==> src/rtl/fetch_pkg.sv <==
// Shared types and constants for the fetch stage: the buffered {pc, instr}
// entry, the fetch PC step, and a helper for sizing occupancy counters.
package fetch_pkg;

    localparam int FETCH_PC_W    = 9;
    localparam int FETCH_INSTR_W = 32;

    // Canonical no-op encoding (addi x0, x0, 0).
    localparam logic [FETCH_INSTR_W-1:0] NOP = 32'h00000013;

    // Byte distance between consecutive instruction words.
    localparam logic [FETCH_PC_W-1:0] PC_STEP = FETCH_PC_W'(4);

    typedef struct packed {
        logic [FETCH_PC_W-1:0]    pc;
        logic [FETCH_INSTR_W-1:0] instr;
    } fetch_entry_t;

    // Bits needed to count 0..depth entries inclusive.
    function automatic int cnt_width(input int depth);
        return $clog2(depth + 1);
    endfunction

endpackage

==> src/rtl/fetch_fifo.sv <==
// Small circular FIFO of fetch entries. Flush wins over push so that a
// response arriving in the same cycle as a redirect never survives it.
module fetch_fifo
    import fetch_pkg::*;
#(
    parameter int DEPTH = 2
) (
    input  logic                        clk,
    input  logic                        rst,
    input  logic                        flush,
    input  logic                        push,
    input  fetch_entry_t                push_data,
    input  logic                        pop,
    output fetch_entry_t                head,
    output logic [cnt_width(DEPTH)-1:0] cnt
);

    localparam int CNT_W = cnt_width(DEPTH);
    localparam int PTR_W = (DEPTH > 1) ? $clog2(DEPTH) : 1;

    fetch_entry_t     mem [DEPTH];
    logic [PTR_W-1:0] wr_ptr;
    logic [PTR_W-1:0] rd_ptr;
    logic             do_pop;

    // Pointer advance with explicit wrap so non-power-of-two depths work.
    function automatic logic [PTR_W-1:0] next_ptr(input logic [PTR_W-1:0] ptr);
        return (ptr == PTR_W'(DEPTH - 1)) ? '0 : ptr + PTR_W'(1);
    endfunction

    // A pop on an empty FIFO is ignored rather than corrupting the count.
    assign do_pop = pop & (cnt != '0);

    // Entry storage write.
    // NOTE: storage has no reset; pointers and count define what is valid,
    // so clearing the array would only cost reset fan-out.
    always_ff @(posedge clk) begin
        if (push && !flush) begin
            mem[wr_ptr] <= push_data;
        end
    end

    // Pointer and occupancy tracking.
    // NOTE: sequential state uses non-blocking assignments so every register
    // samples pre-edge values regardless of statement order.
    always_ff @(posedge clk) begin
        if (!rst || flush) begin
            wr_ptr <= '0;
            rd_ptr <= '0;
            cnt    <= '0;
        end else begin
            if (push) begin
                wr_ptr <= next_ptr(wr_ptr);
            end
            if (do_pop) begin
                rd_ptr <= next_ptr(rd_ptr);
            end
            case ({push, do_pop})
                2'b10:   cnt <= cnt + CNT_W'(1);
                2'b01:   cnt <= cnt - CNT_W'(1);
                default: cnt <= cnt;
            endcase
        end
    end

    // Head presentation; zero while empty so idle outputs are clean.
    // NOTE: head gets a default before the condition, so no latch is inferred.
    always_comb begin
        head = '0;
        if (cnt != '0) begin
            head = mem[rd_ptr];
        end
    end

endmodule

==> src/rtl/fetch_unit.sv <==
// Fetch stage: owns the fetch PC, issues one-word reads to a single-cycle
// BRAM, tracks the single in-flight request and hands responses to the
// output FIFO. Redirects discard all wrong-path state.
module fetch_unit
    import fetch_pkg::*;
#(
    parameter int              PC_W     = FETCH_PC_W,
    parameter int              INSTR_W  = FETCH_INSTR_W,
    parameter logic [PC_W-1:0] RESET_PC = '0,
    parameter int              DEPTH    = 2
) (
    input  logic               clk,
    input  logic               rst,
    output logic [PC_W-1:0]    cache_pc,
    output logic               cache_en,
    input  logic [INSTR_W-1:0] cache_instr,
    output logic               out_valid,
    input  logic               out_ready,
    output logic [PC_W-1:0]    out_pc,
    output logic [INSTR_W-1:0] out_instr,
    input  logic               redirect_valid,
    input  logic [PC_W-1:0]    redirect_pc
);

    localparam int CNT_W = cnt_width(DEPTH);

    logic [PC_W-1:0]  pc_q;
    logic             inf_q;
    logic [PC_W-1:0]  inf_pc_q;
    logic [CNT_W-1:0] cnt;
    logic             pop;
    logic [CNT_W:0]   occupancy;
    fetch_entry_t     push_data;
    fetch_entry_t     head;
    logic             unused_redirect_lsbs;

    // The target is forced word-aligned; its low bits carry no information.
    assign unused_redirect_lsbs = ^redirect_pc[1:0];

    assign pop = out_valid & out_ready;

    // Entries that will be held after this cycle if nothing new is issued:
    // current FIFO contents plus the response already on its way, minus the
    // entry leaving now. A new request is only allowed if it has a slot.
    assign occupancy = {1'b0, cnt} + (CNT_W + 1)'(inf_q) - (CNT_W + 1)'(pop);

    assign cache_en = rst & ~redirect_valid & (occupancy < (CNT_W + 1)'(DEPTH));
    assign cache_pc = pc_q;

    // PC and in-flight tracking; redirect overrides any issue.
    always_ff @(posedge clk) begin
        if (!rst) begin
            pc_q     <= RESET_PC;
            inf_q    <= 1'b0;
            inf_pc_q <= '0;
        end else if (redirect_valid) begin
            pc_q  <= {redirect_pc[PC_W-1:2], 2'b00};
            inf_q <= 1'b0;
        end else if (cache_en) begin
            pc_q     <= pc_q + PC_STEP;
            inf_q    <= 1'b1;
            inf_pc_q <= pc_q;
        end else begin
            inf_q <= 1'b0;
        end
    end

    // The BRAM answers one cycle after the request, so the response pairs
    // with the PC captured at issue time.
    assign push_data = '{pc: inf_pc_q, instr: cache_instr};

    fetch_fifo #(
        .DEPTH (DEPTH)
    ) u_fifo (
        .clk       (clk),
        .rst       (rst),
        .flush     (redirect_valid),
        .push      (inf_q),
        .push_data (push_data),
        .pop       (pop),
        .head      (head),
        .cnt       (cnt)
    );

    assign out_valid = (cnt != '0);
    assign out_pc    = head.pc;
    assign out_instr = head.instr;

endmodule

==> config.mk <==
export PLATFORM = sky130hd
export DESIGN_NAME = fetch_unit
export DESIGN_NICKNAME = d
export VERILOG_FILES = /design/src/rtl/fetch_pkg.sv /design/src/rtl/fetch_fifo.sv /design/src/rtl/fetch_unit.sv
export SDC_FILE = /design/constraint.sdc
export NUM_CORES = 1
export LEC_CHECK = 0
export BUFFER_PORTS_ARGS = -buffer_cell sky130_fd_sc_hd__buf_4
export CORE_AREA = 2 2 91 84
export CTS_CLUSTER_SIZE = 30
export DETAILED_ROUTE_END_ITERATION = 8
export DIE_AREA = 0 0 93 86
export HOLD_SLACK_MARGIN = 0.15
export PLACE_DENSITY = 0.86
export SLEW_MARGIN = 10
export SYNTH_ARGS = -nofsm -noshare
export SYNTH_HDL_FRONTEND = slang
export SYNTH_SLANG_ARGS = --single-unit
==> constraint.sdc <==
create_clock -name clk -period 10.93 [get_ports clk]
set_input_delay 0.5465 -clock clk [delete_from_list [all_inputs] [get_ports clk]]
set_output_delay 0.5465 -clock clk [all_outputs]
set_load 0.01 [all_outputs]
==> out/qor.csv, run 1 <==
metric,value,unit
clock sinks,98,
Leakage Power,1.79,nW
Final Util,69.8,%
Diodes inserted,0,
Post-Synth Simple-Gate Area,8.65,%
# resized after CTS,0,
CP startpoint,u_fifo.cnt[1],
routed vias/inst,5.10,
GPL Wtd Cong,0.712,
synth warn,0,
"Critical Path, Cell by Cell",nor2_4 > inv_1 > and2_1 > ha_1 > nand2b_1 > fa_1 > nand3b_1 > nor2_4 > buf_4,
vias in the first global route,2283,
crit-path most repeated cell,nor2_4,
crit share post-route,38.4,%
first-pass GRT wire length,10800,um
total placed cells including tap cells,441,
clock skew,11.3,ps
CTS tree,done,
cell count along the critical path,9,
RSZ-0062 raised after global routing,no,
Synth Area in Compound Gates,2.37,%
CP peak stage delay,760,ps
DRC,0,
non-filler instance count after layout,457,
Netlist cell types,31,
die height,86,um
Worst Path Arrival,3660,ps
Critical Path RT,10380,ps
die width,93,um
ys flop type,edfxtp_1,
Crit Path Category,flop to primary output,
WL/cell,15.0,um
"Min Clock Period, post-route",4200,ps
"EDFF count, synth",78,
IO Count,97,
final hold violation count,0,
max cap viols,0,
post-detail-place hpwl,4690,um
#FFs+latches synth,98,
part of the power in combinational logic,8.8,%
Worst Tran Pin Value,1010,ps
DP Worst Slack,7090,ps
placed cell area,4660,sq um
die area,8000,sq um
syn avg cell area,14.6,sq um
register share of total power,58.2,%
Synth top area share,60.0,%
internal reg-to-reg setup slack,7350,ps
clk root buf,clkbuf_8,
Pins Over Slew Limit,0,
GRT Total Usage,17.8,%
Worst R2R Start,u_fifo.cnt[1],
sw frac,23.0,%
CP endpoint kind,primary output,
Min-Delay Path Class,input pin to flop,
maximum VDD drop,0.137,mV
Worst-path clk slew,100,ps
cts hold-fix bufs,0,
main combinational cell family by area after synthesis,multiplexers,
setup TNS,0,ps
post-CTS setup buffers,0,
PwrDens,148,nW/um^2
Worst path slowest cell,nor2_4,
final net count,408,
setup violators final,0,
grt ovf,0,
CTS buffer count,9,
Area Growth Syn to Fin,24.5,%
initial antenna violation count,0,
reg-to-reg endpoint,cache_pc[8],
core footprint,6970,sq um
Port Buffers,90,
Mapped Area,3900,sq um
Fmax,238,MHz
adder-cell share of the synthesized area,1.47,%
Reg2Reg Depth,10,
mux cell area share after synthesis,12.0,%
DRT antenna net count,0,
Starting Density,56.1,%
CP Max Fanout,40,
Async SR Flop Fraction,0,%
leading area contributor after synthesis,edfxtp_1,
top-count cell post-synth,edfxtp_1,
Area contributors post-synth,"edfxtp_1 60%, mux2i_1 12%, dfxtp_1 10%",
CP endpoint,cache_en,
largest net degree at the start of global routing,41,
startpoint types,flop,
Rows,29,
"CP delay by family, top",simple AND/OR/NAND/NOR gates,
P_int,0.554,mW
Setup WS post-layout,6730,ps
Clock power frac,33.0,%
XOR/XNOR Fraction of Synth Area,2.66,%
status,completed,
NetSw,0.166,mW
cell count after synthesis,268,
1st-iter DRT viols,72,
register area share after synthesis,70.2,%
total number of vias,2331,
layout cell share with drive strength beyond 1,32.1,%
worst-skew pair later-pin latency,350,ps
total wire length,6850,um
depth of the CTS H-tree,3,
clock buffer depth,2,
most frequent cells after synthesis,"78 x edfxtp_1, 47 x mux2i_1, 45 x nor2_1",
worst path bufs/invs,2,
cell area after layout,4860,sq um
DR pass1 iterations,4,
max_slew headroom,32.6,%
worst reg2reg max path, cell delays in order (launching register included):
cell      delay (ps)
dfxtp_1          430
nor2_4           760
inv_1            140
and2_1           260
ha_1             280
nand2b_1         160
fa_1             590
nand3b_1         200
nor4_2           420
o211ai_2         110
o311a_1          130
worst min path at each step:
stage,from,endpoint,slack (ps),depth (start not counted)
3_3_place_gp,inf_pc_q[3],u_fifo.mem[0][35],440,0
5_1_grt,cache_instr[4],u_fifo.mem[1][4],340,1
2_1_floorplan,inf_pc_q[2],u_fifo.mem[0][34],420,0
3_5_place_dp,inf_pc_q[3],u_fifo.mem[0][35],450,0
4_1_cts,cache_instr[4],u_fifo.mem[0][4],350,1
6_report,cache_instr[15],u_fifo.mem[1][15],370,1
placed cells by master, fill, tap and decap left out, types with 4 or more instances in the layout:
master    instances
dfxtp_1          19
xnor2_1           5
edfxtp_1         78
clkbuf_8          9
a21oi_1           7
nand2_1           4
xor2_1            5
o21ai_0           7
conb_1            4
inv_1             4
nor2b_1           7
buf_4            92
mux2i_1          47
nor2_1           44
cells by family (layout without fill, tap and decap cells):
group | count (synthesis) | in the layout
fa+ha+maj | 4 | 4
buf+inv | 19 | 112
mux | 47 | 47
simple gates | 72 | 72
xor+xnor | 11 | 11
flops | 98 | 98
compound gates | 16 | 16
other cells | 1 | 4
layout make-up:
cell class                 count  area (sq um)
timing repair buffer          92           691
inverter                       4          15.0
clock inverter                 7          82.6
multi-input combinational    154          1090
fill                         511          2100
tap                           93           116
sequential                    98          2740
clock buffer                   9           124
power by group through the flow:
stage | sequential (mW) | combinational, mW | clock, mW
2_1_floorplan | 0.427 | 0.0328 | 0
3_3_place_gp | 0.427 | 0.0614 | 0
3_5_place_dp | 0.428 | 0.0638 | 0
4_1_cts | 0.419 | 0.0641 | 0.243
5_1_grt | 0.421 | 0.0698 | 0.258
6_report | 0.419 | 0.0634 | 0.237
through the flow:
step / power, mW / hold WS, ps
floorplan: 0.460 / 425
global placement: 0.488 / 438
detailed placement: 0.492 / 454
CTS: 0.726 / 352
global route: 0.748 / 342
finish: 0.720 / 367
routing by layer:
| metal | global-route usage (%) | up-vias | routed length, um |
|---|---|---|---|
| li1 | - | 1135 | - |
| met1 | 21.4 | 1123 | 2840 |
| met2 | 31.7 | 64 | 3640 |
| met3 | 4.04 | 9 | 272 |
| met4 | 6.15 | 0 | 101 |
| met5 | 0 | - | 0 |
sequential cells by signal (all words and copies together) (netlist names), named ones only:
register and count:
u_fifo.wr_ptr 1, cache_pc 7, u_fifo.cnt 2, u_fifo.mem 78, inf_pc_q 7, u_fifo.rd_ptr 1, inf_q 1
No activity file was read; power rests on OpenSTA's default activity.
==> run 2: changes to the inputs <==
- ABC_AREA: not set -> 1
- CORE_AREA: 2 2 91 84 -> 2 2 99 92
- DIE_AREA: 0 0 93 86 -> 0 0 101 94
- PLACE_DENSITY: 0.86 -> 0.78
- clock period: 10.93 -> 3.5 ns (I/O delays scaled with it)
==> run 2 against run 1 <==
Against the previous run:
- sequential cell count unchanged
- global-route usage increased by 0.88 points
- register-to-register slack got worse by 7100 ps
- utilization decreased by 6.0 points
- final cell count increased by 30%
- synthesized cell count increased by 32%
- highest routed layer unchanged
- critical path type is now flop to flop
- sequential power increased to 3.1 times the previous value
- clock skew decreased by 3.0 ps
- clock-buffer cell count increased by 2
==> out/qor.csv, run 2 <==
metric,value,unit,change
status,completed,,unchanged
total wire length,8720,um,was 6850 um
CP Max Fanout,18,,was 40
Port Buffers,90,,unchanged
footprint of the multi-input gates,1070,sq um,was 1090 sq um
max cap viols,0,,unchanged
max reg flops,78,,unchanged
crit-path most repeated cell,nand3_1,,was nor2_4
clock buffer depth,2,,unchanged
post-detail-place hpwl,5370,um,was 4690 um
CTS buffer count,9,,unchanged
Setup WS post-layout,253,ps,was 6730 ps
DRT antenna net count,0,,unchanged
layout cell share with drive strength beyond 1,25.3,%,was 32.1%
Critical Path RT,3810,ps,was 10380 ps
Mapped Area,3970,sq um,was 3900 sq um
"Min Clock Period, post-route",3250,ps,
largest net degree at the start of global routing,41,,unchanged
Diodes inserted,0,,unchanged
"EDFF count, synth",78,,unchanged
WL/cell,14.7,um,was 15.0 um
maximum VDD drop,0.225,mV,was 0.137 mV
depth of the CTS H-tree,3,,unchanged
CP endpoint kind,flop,,was primary output
clock sinks,98,,unchanged
total number of vias,3007,,was 2331
initial antenna violation count,0,,unchanged
"Critical Path, Cell by Cell",nor2_4 > nor2_1 > ha_1 > or2_2 > fa_1 > nand3_4 > nor2_8 > nand3_1 > nand3_1 > nand2_1 > dlygate4sd3_1 > inv_1,,was nor2_4 > inv_1 > and2_1 > ha_1 > nand2b_1 > fa_1 > nand3b_1 > nor2_4 > buf_4
IO Count,97,,unchanged
first-pass GRT wire length,13600,um,was 10800 um
cell area after layout,5360,sq um,was 4860 sq um
final hold violation count,0,,unchanged
Worst Path Arrival,3550,ps,was 3660 ps
Worst-path clk slew,90,ps,was 100 ps
GPL Wtd Cong,0.887,,was 0.712
startpoint types,flop,,unchanged
Netlist cell types,29,,was 31
largest register by flop count,u_fifo.mem,,unchanged
#FFs+latches synth,98,,unchanged
Area Growth Syn to Fin,35.1,%,was 24.5%
Min-Delay Path Class,input pin to flop,,unchanged
register area share after synthesis,69.1,%,was 70.2%
DR pass1 iterations,4,,unchanged
Worst path slowest cell,fa_1,,was nor2_4
CP peak stage delay,560,ps,was 760 ps
die width,101,um,was 93 um
1st-iter DRT viols,95,,was 72
DRC,0,,unchanged
placed cell area,4760,sq um,was 4660 sq um
Starting Density,47.2,%,was 56.1%
CTS tree,done,,unchanged
Rows,32,,was 29
Leakage Power,2.17,nW,was 1.79 nW
grt ovf,0,,unchanged
PwrDens,413,nW/um^2,was 148 nW/um^2
fillers,628,,was 511
ys flop type,edfxtp_1,,unchanged
most frequent cells after synthesis,"105 x nand2_1, 78 x edfxtp_1, 49 x a21oi_1",,"was 78 x edfxtp_1, 47 x mux2i_1, 45 x nor2_1"
Fmax,308,MHz,
syn avg cell area,11.2,sq um,was 14.6 sq um
Synth top area share,59.0,%,was 60.0%
core footprint,8410,sq um,was 6970 sq um
GRT Total Usage,18.7,%,was 17.8%
crit share post-route,92.8,%,
final net count,535,,was 408
leading area contributor after synthesis,edfxtp_1,,unchanged
top-count cell post-synth,nand2_1,,was edfxtp_1
post-CTS setup buffers,0,,unchanged
die height,94,um,was 86 um
Crit Path Category,flop to flop,,was flop to primary output
vias in the first global route,2927,,was 2283
RSZ-0062 raised after global routing,no,,unchanged
max_slew headroom,46.5,%,was 32.6%
"most common cell after layout, fill and taps aside",nand2_1,,was buf_4
register area,2740,sq um,unchanged
worst-skew pair later-pin latency,360,ps,was 350 ps
setup violators final,0,,unchanged
cell count after synthesis,355,,was 268
Area contributors post-synth,"edfxtp_1 59%, dfxtp_1 10%, nand2_1 9.9%",,"was edfxtp_1 60%, mux2i_1 12%, dfxtp_1 10%"
Worst Tran Pin Value,800,ps,was 1010 ps
routed vias/inst,5.07,,was 5.10
DP Worst Slack,742,ps,was 7090 ps
setup TNS,0,ps,unchanged
most frequent cells in the layout,"105 x nand2_1, 93 x buf_4, 78 x edfxtp_1",,"was 92 x buf_4, 78 x edfxtp_1, 47 x mux2i_1"
synth warn,0,,unchanged
Async SR Flop Fraction,0,%,unchanged
Pins Over Slew Limit,0,,unchanged
die area,9490,sq um,was 8000 sq um
clk root buf,clkbuf_8,,unchanged
clock skew,8.24,ps,was 11.3 ps
-- run 2: timing repair --
item / in CTS / in global routing
hold buffers: 42 / 0
hold endpoints to repair: 71 / 0
gates resized for setup: 0 / 1
setup endpoints to repair: 0 / 4
-- run 2: worst max-delay path: cells and delay by family, from the launching register on --
kind,cells,cell delay [ps]
and+or+nand+nor,8,1320
buffers and inverters,2,610
adders and majority gates,2,850
DFF,1,420
-- run 2: final timing paths --
path	from	endpoint	slack, ps	depth (start not counted)
max	u_fifo.cnt[1]	cache_pc[5]	250	12
min reg2reg	inf_pc_q[5]	u_fifo.mem[1][37]	460	0
max reg2reg	u_fifo.cnt[1]	cache_pc[5]	250	12
min	redirect_pc[3]	cache_pc[3]	190	4
-- run 2: per-stage QoR --
step	hold slack (ps)	util, %	total power, mW	cells
after floorplan	274	-	1.44	358
after global placement	361	56.6	1.53	535
after detailed placement	363	56.6	1.54	535
after CTS	176	63.8	2.23	593
after global routing	199	63.8	2.30	593
final	193	63.8	2.22	593
-- run 2: routing by layer --
metal  GRT usage [%]  vias to the layer above  part of all wire (%)
met5               0                        -                     0
met4            7.43                        0                   2.0
met3            4.02                       15                   5.7
met2            32.8                       97                    50
met1            22.3                     1433                    42
li1                -                     1462                     -
-- run 2: logic make-up after synthesis --
group | Yosys count | synth area share (%)
xor gates and xnor gates | 1 | 0.221
adders and majority gates | 4 | 1.45
and+or+nand+nor | 141 | 14.9
AOI/OAI and AO/OA | 69 | 9.23
buffers and inverters | 41 | 5.04
other | 1 | 0.0944
DFF | 98 | 69.1
-- run 2: power breakdown --
part	leakage, nW	internal (mW)	total (mW)	switching [mW]
Combinational	1.20	0.121	0.242	0.120
Clock	0.0899	0.282	0.662	0.380
Sequential	0.876	1.29	1.31	0.0199
-- run 2: area by class of cell --
class | count | share of cell area [%]
inverter | 21 | 1.56
timing repair buffer | 137 | 21.6
tap | 102 | 2.38
multi-input combinational | 219 | 19.9
sequential | 98 | 51.2
clock buffer | 11 | 2.64
clock inverter | 5 | 0.723
==> run 3: changes to the inputs <==
- ABC_AREA: 1 -> not set
- CORE_AREA: 2 2 99 92 -> 2 2 99 91
- DIE_AREA: 0 0 101 94 -> 0 0 101 93
- PLACE_DENSITY: 0.78 -> 0.77
==> run 3 against run 2 <==
Against the previous run:
- final cell count is 14% lower
- clock power is 15% higher
- power is 4.3% higher
- global-route usage is 2.6 points lower
- cell area is 0.82% lower
- critical path type is now flop to primary output
- largest cell class unchanged
- largest power group unchanged
==> out/qor.csv, run 3 (same netlist as run 1, synthesis figures left out) <==
metric,value,unit,change
internal reg-to-reg setup slack,690,ps,was 250 ps
Reg2Reg Depth,10,,was 12
WL/cell,14.7,um,about the same
CTS buffer count,9,,unchanged
die height,93,um,was 94 um
DP Worst Slack,694,ps,was 742 ps
total length of routed met3 wires,327,um,was 500 um
final hold violation count,0,,unchanged
routed vias/inst,4.86,,was 5.07
GPL Wtd Cong,0.747,,was 0.887
Worst Path Arrival,2890,ps,was 3550 ps
Min Hold Slack,184,ps,was 193 ps
most frequent cells in the layout,"93 x buf_4, 78 x edfxtp_1, 47 x mux2i_1",,"was 105 x nand2_1, 93 x buf_4, 78 x edfxtp_1"
grt ovf,0,,unchanged
worst-skew pair later-pin latency,350,ps,was 360 ps
max reg flops,78,,unchanged
Rows,32,,unchanged
largest net degree at the start of global routing,40,,was 41
setup TNS,0,ps,unchanged
die width,101,um,unchanged
CP endpoint kind,primary output,,was flop
hold_sp,redirect_pc[8],,was redirect_pc[3]
CP Max Fanout,8,,was 18
Min-Delay Path Class,input pin to flop,,unchanged
Pins Over Slew Limit,0,,unchanged
DRC,0,,unchanged
CTS tree,done,,unchanged
Port Buffers,90,,unchanged
die area,9390,sq um,was 9490 sq um
Fmax,326,MHz,was 308 MHz
first-pass GRT wire length,11500,um,was 13600 um
status,completed,,unchanged
initial antenna violation count,0,,unchanged
crit share post-route,87.6,%,was 92.8%
post-detail-place hpwl,4560,um,was 5370 um
CP startpoint,u_fifo.cnt[1],,unchanged
max cap viols,0,,unchanged
1st-iter DRT viols,66,,was 95
Crit Path Category,flop to primary output,,was flop to flop
reg-to-reg endpoint,cache_pc[8],,was cache_pc[5]
Leakage Power,1.97,nW,was 2.17 nW
Critical Path RT,3320,ps,was 3810 ps
GRT Total Usage,16.0,%,was 18.7%
layout cell share with drive strength beyond 1,28.3,%,was 25.3%
clock sinks,98,,unchanged
Worst path slowest cell,fa_1,,unchanged
DR pass1 iterations,4,,unchanged
WHS Endpoint,cache_pc[8],,was cache_pc[3]
CP peak stage delay,580,ps,was 560 ps
post-CTS setup buffers,0,,unchanged
WL met1,3220,um,was 3660 um
core footprint,8410,sq um,unchanged
Final Power,2.31,mW,was 2.22 mW
Worst R2R Start,u_fifo.cnt[1],,unchanged
uppermost layer routed,met4,,unchanged
hold depth,3,,was 4
startpoint types,flop,,unchanged
clock skew,9.15,ps,was 8.24 ps
crit-path most repeated cell,nor2_4,,was nand3_1
clock buffer depth,2,,unchanged
"most common cell after layout, fill and taps aside",buf_4,,was nand2_1
Area Growth Syn to Fin,36.2,%,was 35.1%
Worst-path clk slew,80,ps,was 90 ps
IO Count,97,,unchanged
"Critical Path, Cell by Cell",nor2_4 > inv_1 > and2_1 > ha_1 > nand2b_1 > fa_1 > nand3b_1 > nor2_4 > buf_4,,was nor2_4 > nor2_1 > ha_1 > or2_2 > fa_1 > nand3_4 > nor2_8 > nand3_1 > nand3_1 > nand2_1 > dlygate4sd3_1 > inv_1
DRT antenna net count,0,,unchanged
PwrDens,434,nW/um^2,was 413 nW/um^2
RSZ-0062 raised after global routing,no,,unchanged
Starting Density,46.4,%,was 47.2%
total number of vias,2474,,was 3007
final net count,452,,was 535
max_slew headroom,35.9,%,was 46.5%
Diodes inserted,0,,unchanged
total wire length,7470,um,was 8720 um
maximum VDD drop,0.255,mV,was 0.225 mV
"Min Clock Period, post-route",3060,ps,was 3250 ps
vias in the first global route,2451,,was 2927
Worst Tran Pin Value,962,ps,was 800 ps
Detail Route met2 WL,3850,um,was 4390 um
clk root buf,clkbuf_8,,unchanged
Setup WS post-layout,435,ps,was 253 ps
largest register by flop count,u_fifo.mem,,unchanged
setup violators final,0,,unchanged
depth of the CTS H-tree,3,,unchanged
run 3: changes by cell type in the layout (fill, tap and decap cells not counted), sizes merged, moves of 14 or more:
cell	before	now
nand2	107	4
nor2	13	46
nand3	17	3
inv	21	4
mux2i	0	47
a21oi	52	7
run 3: how the worst max path moves through the flow:
stage	depth (start not counted)	end	slack (ps)
finish	9	cache_en	440
global route	9	cache_en	260
CTS	9	cache_en	400
detailed placement	10	cache_pc[8]	690
global placement	10	cache_pc[8]	780
floorplan	10	cache_pc[8]	830
run 3: repair_timing:
action,CTS,global route
endpoints found under the hold margin,76,0
resized for setup,0,0
hold buffers,43,0
run 3: per-stage QoR:
| stage | instance area [sq um] | util, % | instances |
|---|---|---|---|
| 6_report | 5320 | 63.3 | 509 |
| 4_1_cts | 5320 | 63.3 | 509 |
| 2_1_floorplan | 3920 | - | 271 |
| 5_1_grt | 5320 | 63.3 | 509 |
| 3_3_place_gp | 4680 | 55.7 | 451 |
| 3_5_place_dp | 4680 | 55.7 | 451 |
run 3: worst max-delay path, delay by kind of cell, from the launching register on:
| kind | cells | cell delay [ps] |
|---|---|---|
| flip-flops | 1 | 540 |
| buffers and inverters | 2 | 260 |
| AND/OR/NAND/NOR | 5 | 920 |
| adder cells (fa/ha/maj) | 2 | 820 |
run 3: area by class of cell:
type,count,area (sq um)
multi-input combinational,154,1100
inverter,4,15.0
timing repair buffer,136,1130
clock buffer,10,128
clock inverter,5,80.1
fill,661,3090
sequential,98,2740
tap,102,128
run 3: routing by layer:
metal,GRT usage [%],vias to the layer above
met4,4.73,0
met3,4.11,6
li1,-,1224
met2,28.3,62
met5,0,-
met1,19.3,1182
run 3: where the power goes:
group / total (mW) / internal (mW) / switching, mW
sequential: 1.31 / 1.29 / 0.0222
combinational: 0.240 / 0.132 / 0.107
clock: 0.762 / 0.398 / 0.364
